### src/rtl/ulpi_reg_port_if.sv
// Request/response port for single ULPI register accesses.
// The requester takes master, the register engine takes slave.
interface ulpi_reg_port_if;
  logic       req_valid;
  logic       req_ready;
  logic       req_write;
  logic [5:0] req_addr;
  logic [7:0] req_wdata;
  logic       rsp_valid;
  logic [7:0] rsp_rdata;
  logic       rsp_error;

  modport master (
    output req_valid,
    output req_write,
    output req_addr,
    output req_wdata,
    input  req_ready,
    input  rsp_valid,
    input  rsp_rdata,
    input  rsp_error
  );

  modport slave (
    input  req_valid,
    input  req_write,
    input  req_addr,
    input  req_wdata,
    output req_ready,
    output rsp_valid,
    output rsp_rdata,
    output rsp_error
  );
endinterface

### src/rtl/ulpi_reg_port.sv
// ULPI link-side register read/write engine with RX CMD capture.
// Runs entirely in the PHY CLKOUT domain.
module ulpi_reg_port #(
  parameter int TIMEOUT_CYCLES = 255,
  parameter int MAX_RETRY      = 3
) (
  input  logic           clk,
  input  logic           reset,
  ulpi_reg_port_if.slave bus,
  input  logic           ulpi_dir,
  input  logic           ulpi_nxt,
  output logic           ulpi_stp,
  input  logic [7:0]     ulpi_data_in,
  output logic [7:0]     ulpi_data_out,
  output logic           ulpi_data_oe,
  output logic           rxcmd_valid,
  output logic [7:0]     rxcmd
);
  localparam int RW =
    (MAX_RETRY < 1) ? 1 : $clog2(MAX_RETRY + 1);
  localparam logic [7:0]    TMO  = 8'(TIMEOUT_CYCLES);
  localparam logic [RW-1:0] RMAX = RW'(MAX_RETRY);

  typedef enum logic [3:0] {
    IDLE, TXCMD, WDATA, WSTP,
    RTURN, RDATA, RWAIT, ABORT, DONE
  } state_t;

  state_t        state, state_n;
  logic          wr_q;
  logic [5:0]    addr_q;
  logic [7:0]    wdata_q;
  logic [7:0]    tcnt, tcnt_n;
  logic [RW-1:0] rcnt, rcnt_n;
  logic          err_q, err_n;
  logic [7:0]    rdata_q;
  logic          cap;
  logic          dir_q;
  logic          accept;
  logic          waiting;
  logic          tmo;
  logic          oe_reg;
  logic          rx_hit;

  assign bus.req_ready = (state == IDLE) & ~ulpi_dir;
  assign accept  = bus.req_valid & bus.req_ready;
  assign tmo     = (tcnt == TMO);
  assign waiting = state inside {TXCMD, WDATA, RTURN, RWAIT};

  // RX CMDs only outside a read turnaround, never on the turnaround cycle
  assign rx_hit = ulpi_dir & dir_q & ~ulpi_nxt &
                  ~(state inside {RTURN, RDATA, RWAIT});

  always_comb begin
    state_n = state;
    err_n   = err_q;
    rcnt_n  = rcnt;
    cap     = 1'b0;
    unique case (state)
      IDLE: begin
        if (accept) begin
          state_n = TXCMD;
          err_n   = 1'b0;
        end
      end
      TXCMD: begin
        if (ulpi_dir) state_n = ABORT;
        else if (ulpi_nxt) state_n = wr_q ? WDATA : RTURN;
        else if (tmo) begin
          state_n = WSTP;
          err_n   = 1'b1;
        end
      end
      WDATA: begin
        if (ulpi_nxt) state_n = WSTP;
        else if (tmo) begin
          state_n = WSTP;
          err_n   = 1'b1;
        end
      end
      WSTP: state_n = DONE;
      RTURN: begin
        if (ulpi_dir) state_n = RDATA;
        else if (tmo) begin
          state_n = DONE;
          err_n   = 1'b1;
        end
      end
      RDATA: begin
        // anything but a clean register byte is treated as an abort
        if (ulpi_dir && !ulpi_nxt) begin
          cap     = 1'b1;
          state_n = RWAIT;
        end else begin
          state_n = ABORT;
        end
      end
      RWAIT: begin
        if (!ulpi_dir) state_n = DONE;
        else if (tmo) begin
          state_n = DONE;
          err_n   = 1'b1;
        end
      end
      ABORT: begin
        if (!ulpi_dir) begin
          if (rcnt < RMAX) begin
            rcnt_n  = rcnt + RW'(1);
            state_n = TXCMD;
          end else begin
            state_n = DONE;
            err_n   = 1'b1;
          end
        end
      end
      DONE: begin
        rcnt_n  = '0;
        state_n = IDLE;
      end
      default: state_n = IDLE;
    endcase
  end

  always_comb begin
    tcnt_n = tcnt;
    if (state_n != state) tcnt_n = 8'd0;
    else if (waiting) tcnt_n = tcnt + 8'd1;
  end

  always_comb begin
    ulpi_data_out = 8'h00;
    oe_reg        = 1'b0;
    unique case (state)
      TXCMD: begin
        ulpi_data_out = {wr_q ? 2'b10 : 2'b11, addr_q};
        oe_reg        = 1'b1;
      end
      WDATA: begin
        ulpi_data_out = wdata_q;
        oe_reg        = 1'b1;
      end
      WSTP:    oe_reg = 1'b1;
      default: oe_reg = 1'b0;
    endcase
  end

  assign ulpi_stp      = (state == WSTP);
  assign ulpi_data_oe  = oe_reg & ~ulpi_dir;
  assign bus.rsp_valid = (state == DONE);
  assign bus.rsp_error = err_q;
  assign bus.rsp_rdata = rdata_q;

  always_ff @(posedge clk) begin
    if (!reset) begin
      state       <= IDLE;
      wr_q        <= 1'b0;
      addr_q      <= 6'd0;
      wdata_q     <= 8'd0;
      tcnt        <= 8'd0;
      rcnt        <= '0;
      err_q       <= 1'b0;
      rdata_q     <= 8'd0;
      dir_q       <= 1'b0;
      rxcmd_valid <= 1'b0;
      rxcmd       <= 8'd0;
    end else begin
      state       <= state_n;
      tcnt        <= tcnt_n;
      rcnt        <= rcnt_n;
      err_q       <= err_n;
      dir_q       <= ulpi_dir;
      rxcmd_valid <= rx_hit;
      if (accept) begin
        wr_q    <= bus.req_write;
        addr_q  <= bus.req_addr;
        wdata_q <= bus.req_wdata;
      end
      if (cap) rdata_q <= ulpi_data_in;
      if (rx_hit) rxcmd <= ulpi_data_in;
    end
  end
endmodule

### src/flat_wrapper.sv
// flat-port wrapper written by rule: the top's interface ports become plain ports
module ulpi_reg_port_flat 
#(
  parameter int TIMEOUT_CYCLES = 255,
  parameter int MAX_RETRY      = 3
)
  (clk, reset, ulpi_dir, ulpi_nxt, ulpi_stp, ulpi_data_in, ulpi_data_out, ulpi_data_oe, rxcmd_valid, rxcmd, bus_req_valid, bus_req_write, bus_req_addr, bus_req_wdata, bus_req_ready, bus_rsp_valid, bus_rsp_rdata, bus_rsp_error);
  ulpi_reg_port_if bus_i ();
  input  logic clk;
  input  logic reset;
  input  logic ulpi_dir;
  input  logic ulpi_nxt;
  output logic ulpi_stp;
  input  logic [7:0] ulpi_data_in;
  output logic [7:0] ulpi_data_out;
  output logic ulpi_data_oe;
  output logic rxcmd_valid;
  output logic [7:0] rxcmd;
  input wire logic [$bits(bus_i.req_valid)-1:0] bus_req_valid;
  input wire logic [$bits(bus_i.req_write)-1:0] bus_req_write;
  input wire logic [$bits(bus_i.req_addr)-1:0] bus_req_addr;
  input wire logic [$bits(bus_i.req_wdata)-1:0] bus_req_wdata;
  output wire logic [$bits(bus_i.req_ready)-1:0] bus_req_ready;
  output wire logic [$bits(bus_i.rsp_valid)-1:0] bus_rsp_valid;
  output wire logic [$bits(bus_i.rsp_rdata)-1:0] bus_rsp_rdata;
  output wire logic [$bits(bus_i.rsp_error)-1:0] bus_rsp_error;
  assign bus_i.req_valid = bus_req_valid;
  assign bus_i.req_write = bus_req_write;
  assign bus_i.req_addr = bus_req_addr;
  assign bus_i.req_wdata = bus_req_wdata;
  assign bus_req_ready = bus_i.req_ready;
  assign bus_rsp_valid = bus_i.rsp_valid;
  assign bus_rsp_rdata = bus_i.rsp_rdata;
  assign bus_rsp_error = bus_i.rsp_error;
  ulpi_reg_port #(.TIMEOUT_CYCLES(TIMEOUT_CYCLES), .MAX_RETRY(MAX_RETRY)) u_core (.clk(clk), .reset(reset), .bus(bus_i), .ulpi_dir(ulpi_dir), .ulpi_nxt(ulpi_nxt), .ulpi_stp(ulpi_stp), .ulpi_data_in(ulpi_data_in), .ulpi_data_out(ulpi_data_out), .ulpi_data_oe(ulpi_data_oe), .rxcmd_valid(rxcmd_valid), .rxcmd(rxcmd));
endmodule
### config.mk
export PLATFORM = sky130hd
export DESIGN_NAME = ulpi_reg_port_flat
export DESIGN_NICKNAME = d
export VERILOG_FILES = /design/src/rtl/ulpi_reg_port_if.sv /design/src/rtl/ulpi_reg_port.sv /design/src/flat_wrapper.sv
export SDC_FILE = /design/constraint.sdc
export NUM_CORES = 1
export LEC_CHECK = 0
export CORE_ASPECT_RATIO = 1.4
export CORE_MARGIN = 3
export CORE_UTILIZATION = 53
export DETAILED_ROUTE_END_ITERATION = 7
export PLACE_DENSITY = 0.88
export SYNTH_ARGS = -nofsm -noshare
export SYNTH_HDL_FRONTEND = slang
export SYNTH_SLANG_ARGS = --single-unit
### constraint.sdc
create_clock -name clk -period 4.64 [get_ports clk]
set_input_delay 0.928 -clock clk [delete_from_list [all_inputs] [get_ports clk]]
set_output_delay 0.928 -clock clk [all_outputs]
set_load 0.005 [all_outputs]
# == Word-level counts from Yosys, hierarchy flattened ==
# Index checks and enable logic that the tools add are counted.
# word_totals
word_cells,82
out_inout_bits,30
in_bits,28
register_bits,48
# classes
n_addsub,2
magnitude_cmp,1
n_reduce_logical,11
mux,30
n_eq_ne,17
bitwise,10
# ops
cell,count
$mux 4,10
$pmux 4 s8,1
$eq 4x3->1 const B,4
$pmux 8 s2,1
$mux 1,13
$ne 2x2->1 const B,5
$add 8x1->8 const B,1
$eq 4x2->1 const B,2
$eq 8x8->1 const B,1
$reduce_and 7->1,1
$and 1x1->1,6
$pmux 1 s6,1
$reduce_bool 6->1,1
$eq 4x1->1 const B,1
$eq 4x4->1 const B,1
$logic_not 4->1,1
$mux 2,2
$ne 2x1->1 const B,2
$ne 4x4->1,1
$not 1->1,4
$pmux 2 s2,1
$reduce_bool 4->1,1
$mux 3,1
$reduce_and 3->1,1
other kinds (8),8

# == Logic depth before layout (Yosys ltp) ==
# logic_depth
word_depth,7
mapped_depth,8
depth_no_buf,6

# == Worst setup path before layout ==
# Ideal clock, no wire load.
# synth_timing
kind,input to output
from,input port ulpi_dir
to,output port bus_req_ready
t_arrival_ps,1400
cell_stages,2
required_time_ps,3712
setup_slack_ps,2312
cell_sequence,clkbuf_1 > nor4_2
# synth_between
elab_chain_len,2
# synth_lines
item,line_no,source
from (decl),flat_wrapper.sv:11,input logic ulpi_dir;
$not 1->1,ulpi_reg_port.sv:45,assign bus.req_ready = (state == IDLE) & ~ulpi_dir;
$and 1x1->1,ulpi_reg_port.sv:45,
to (decl),flat_wrapper.sv:23,output wire logic [$bits(bus_i.req_ready)-1:0] bus_req_ready;
# Every way passes these cells.

# == Final worst setup path ==
# Same ends and word-level chain as after synthesis.

==> impl_metrics.json <==
{
  "crit_fanout": 13,
  "port_buffers": 57,
  "clockRootBuffer": "clkbuf_8",
  "worstSetupPathType": "in2out",
  "cts_setup_buffers": 0,
  "synth-main-ff-cell": "dfxtp_1",
  "area_growth_syn_to_layout_pct": 27.6,
  "drt_pre_antenna_iters": 4,
  "cellPowerDensity_nw_per_um2": 381,
  "combPwrFrac": 0.342,
  "critPathLaunchType": "input pin",
  "min_period_over_period": 0.754,
  "nNetsFinal": 357,
  "max_freq_mhz": 286,
  "routabilityCongestion": 0.840,
  "finClkSkew_ps": 5.34,
  "leakagePower_nw": 1.11,
  "crit_chain": "clkdlybuf4s50_1 > nor4_2 > clkdlybuf4s50_1",
  "status": "finished clean",
  "yosysSeqAreaShare": 0.399,
  "slew_headroom": 0.496,
  "numCtsBuffers": 5,
  "async_flop_share": 0,
  "die_x_um": 62.9,
  "detail_route.wl_per_cell_um": 14.1,
  "setup_viol": 0,
  "fp-row-count": 28,
  "rsz0062_at_grt": "no",
  "drive_above_1_share": 0.0549,
  "place_area_um2": 2980,
  "ir_drop_mv": 0.292,
  "n_antenna_cell": 0,
  "cts.sinks": 48,
  "post_cts_resized": 0,
  "yosys_warnings": 0,
  "vias": 2147,
  "internal-power_mw": 0.746,
  "final_area_um2": 3070,
  "timing.hold.ws_ps": 465,
  "multiInputGateArea_um2": 1340,
  "finalSetupTns_ps": 0,
  "worstPathArrival_ps": 2570,
  "final.min_clock_period_ps": 3500,
  "cts_tree": "yes",
  "drt_iter0_drc": 140,
  "placed_cells": 380,
  "finish.utilization": 0.712,
  "drc": 0,
  "htree_num_levels": 2,
  "cp_common_cell": "clkdlybuf4s50_1",
  "track_usage": 0.211,
  "dpl.hpwl_mm": 3.87,
  "synth_edf_count": 0,
  "slew_violations": 0,
  "postCtsHoldBufs": 0,
  "seq_area_um2": 961,
  "synth.cell_area_um2": 2410,
  "final-hold-violation-count": 0,
  "clkPwrFrac": 0.217,
  "routed_wl_mm": 5.46,
  "crit_path_top_delay_cell": "clkdlybuf4s50_1",
  "synth.distinct_cells": 53,
  "die_area_um2": 5400,
  "ys_ff_latch": 48,
  "avgSynthCellArea_um2": 8.65,
  "cts_buffer_depth": 2,
  "layout_commonest_cell": "clkdlybuf4s50_1",
  "final_cells": 388,
  "grt_pass1_vias": 2042,
  "clock_latency_ps": 300,
  "num-fill-cells": 344,
  "die_h_um": 85.7,
  "start_util": 0.558,
  "p_sw_mw": 0.424,
  "clk_pin_slew_ps": 80,
  "pwr-share-seq": 0.441,
  "gr-total-overflow": 0,
  "core_area_um2": 4310,
  "worst_pin_slew_ps": 756,
  "antenna_left": 0,
  "antenna_found_initial": 0,
  "syn-num-nets": 308,
  "io_pins": 58,
  "swShare": 0.362,
  "cp-end-kind": "output port",
  "drv_cap": 0,
  "final_cell_mix": "clkdlybuf4s50_1 (57), dfxtp_1 (48), nand2_1 (45)",
  "vias_per_cell": 5.53,
  "worstHoldPathType": "reg2reg",
  "grt_max_degree": 38,
  "slowest_delay_ps": 630,
  "netlist_instances": 278,
  "grt_pass1_wl_mm": 9.20,
  "crit_required_ps": 3710
}
## final cells by class
class                      instances  share of cell area
inverter                           7             0.00856
tap                               60              0.0245
multi-input combinational        207               0.435
sequential                        48               0.313
clock buffer                       6              0.0269
clock inverter                     2             0.00326
timing repair buffer              58               0.188
## per-layer routing
layer	GRT usage	part of all wire	up-vias
met4	0.108	0.022	0
met1	0.243	0.41	1005
li1	-	-	1074
met2	0.369	0.52	58
met3	0.0393	0.038	10
met5	0	0	-
## worst max-delay path, delay by kind of cell
kind	cells	cell delay (ps)
buffers and inverters	2	1210
AND/OR/NAND/NOR	1	430
## state kept, by name (all words and copies together), names as in the netlist
name,flops
u_core.bus.rsp_rdata,8
u_core.rxcmd,8
u_core.tcnt,8
u_core.wdata_q,8
u_core.addr_q,6
u_core.state,4
u_core.rcnt,2
u_core.bus.rsp_error,1
u_core.dir_q,1
u_core.rxcmd_valid,1
u_core.wr_q,1
## worst paths after layout
path                           from           endpoint  slack [ps]  cells after the start
setup / recovery           ulpi_dir      bus_req_ready        1140                      3
hold / removal    u_core.wdata_q[1]  u_core.wdata_q[1]         460                      2
setup reg to reg    u_core.state[0]     u_core.tcnt[6]        2150                      5
hold reg to reg   u_core.wdata_q[1]  u_core.wdata_q[1]         460                      2
## synthesized netlist by cell type, types with 2 or more instances
library cell	n	area (um^2)
a211oi_1	4	30.0
a21boi_0	16	120
a21oi_1	4	20.0
a22o_1	6	52.6
a31oi_1	3	18.8
and2_1	3	18.8
buf_2	2	10.0
buf_4	3	22.5
clkbuf_1	9	33.8
dfxtp_1	48	961
ha_1	2	25.0
inv_1	6	22.5
mux2i_1	17	170
nand2_1	45	169
nand2b_1	5	31.3
nand3_1	11	55.1
nand3b_1	2	15.0
nor2_1	12	45.0
nor2b_1	19	119
nor3_1	5	25.0
nor4_1	9	56.3
o211ai_1	2	15.0
o21a_1	2	15.0
o21ai_0	7	35.0
o22ai_1	3	18.8
xnor2_1	2	17.5
xor2_1	5	43.8
## per-stage QoR
stage	worst slack (ps)	power, mW
2_1_floorplan	2310	0.809
6_report	1140	1.17
3_5_place_dp	1150	0.922
5_1_grt	1010	1.24
4_1_cts	1130	1.18
3_3_place_gp	1180	0.915
## power by group through the flow
stage / combinational [mW] / sequential (mW) / clock [mW]
finish: 0.400 / 0.516 / 0.254
global route: 0.445 / 0.524 / 0.275
CTS: 0.402 / 0.514 / 0.260
detailed placement: 0.399 / 0.524 / 0
global placement: 0.394 / 0.521 / 0
floorplan: 0.338 / 0.470 / 0
## cells by family (layout without fill, tap and decap cells)
logic type      Yosys count  after routing  synth area share
xor+xnor                  7              7            0.0255
mux                      18             18            0.0754
compound gates           55             55             0.169
fa+ha+maj                 3              3            0.0146
buf+inv                  23             73            0.0452
flops                    48             48             0.399
simple gates            124            124             0.271
Power figures use the tool's default switching activity.
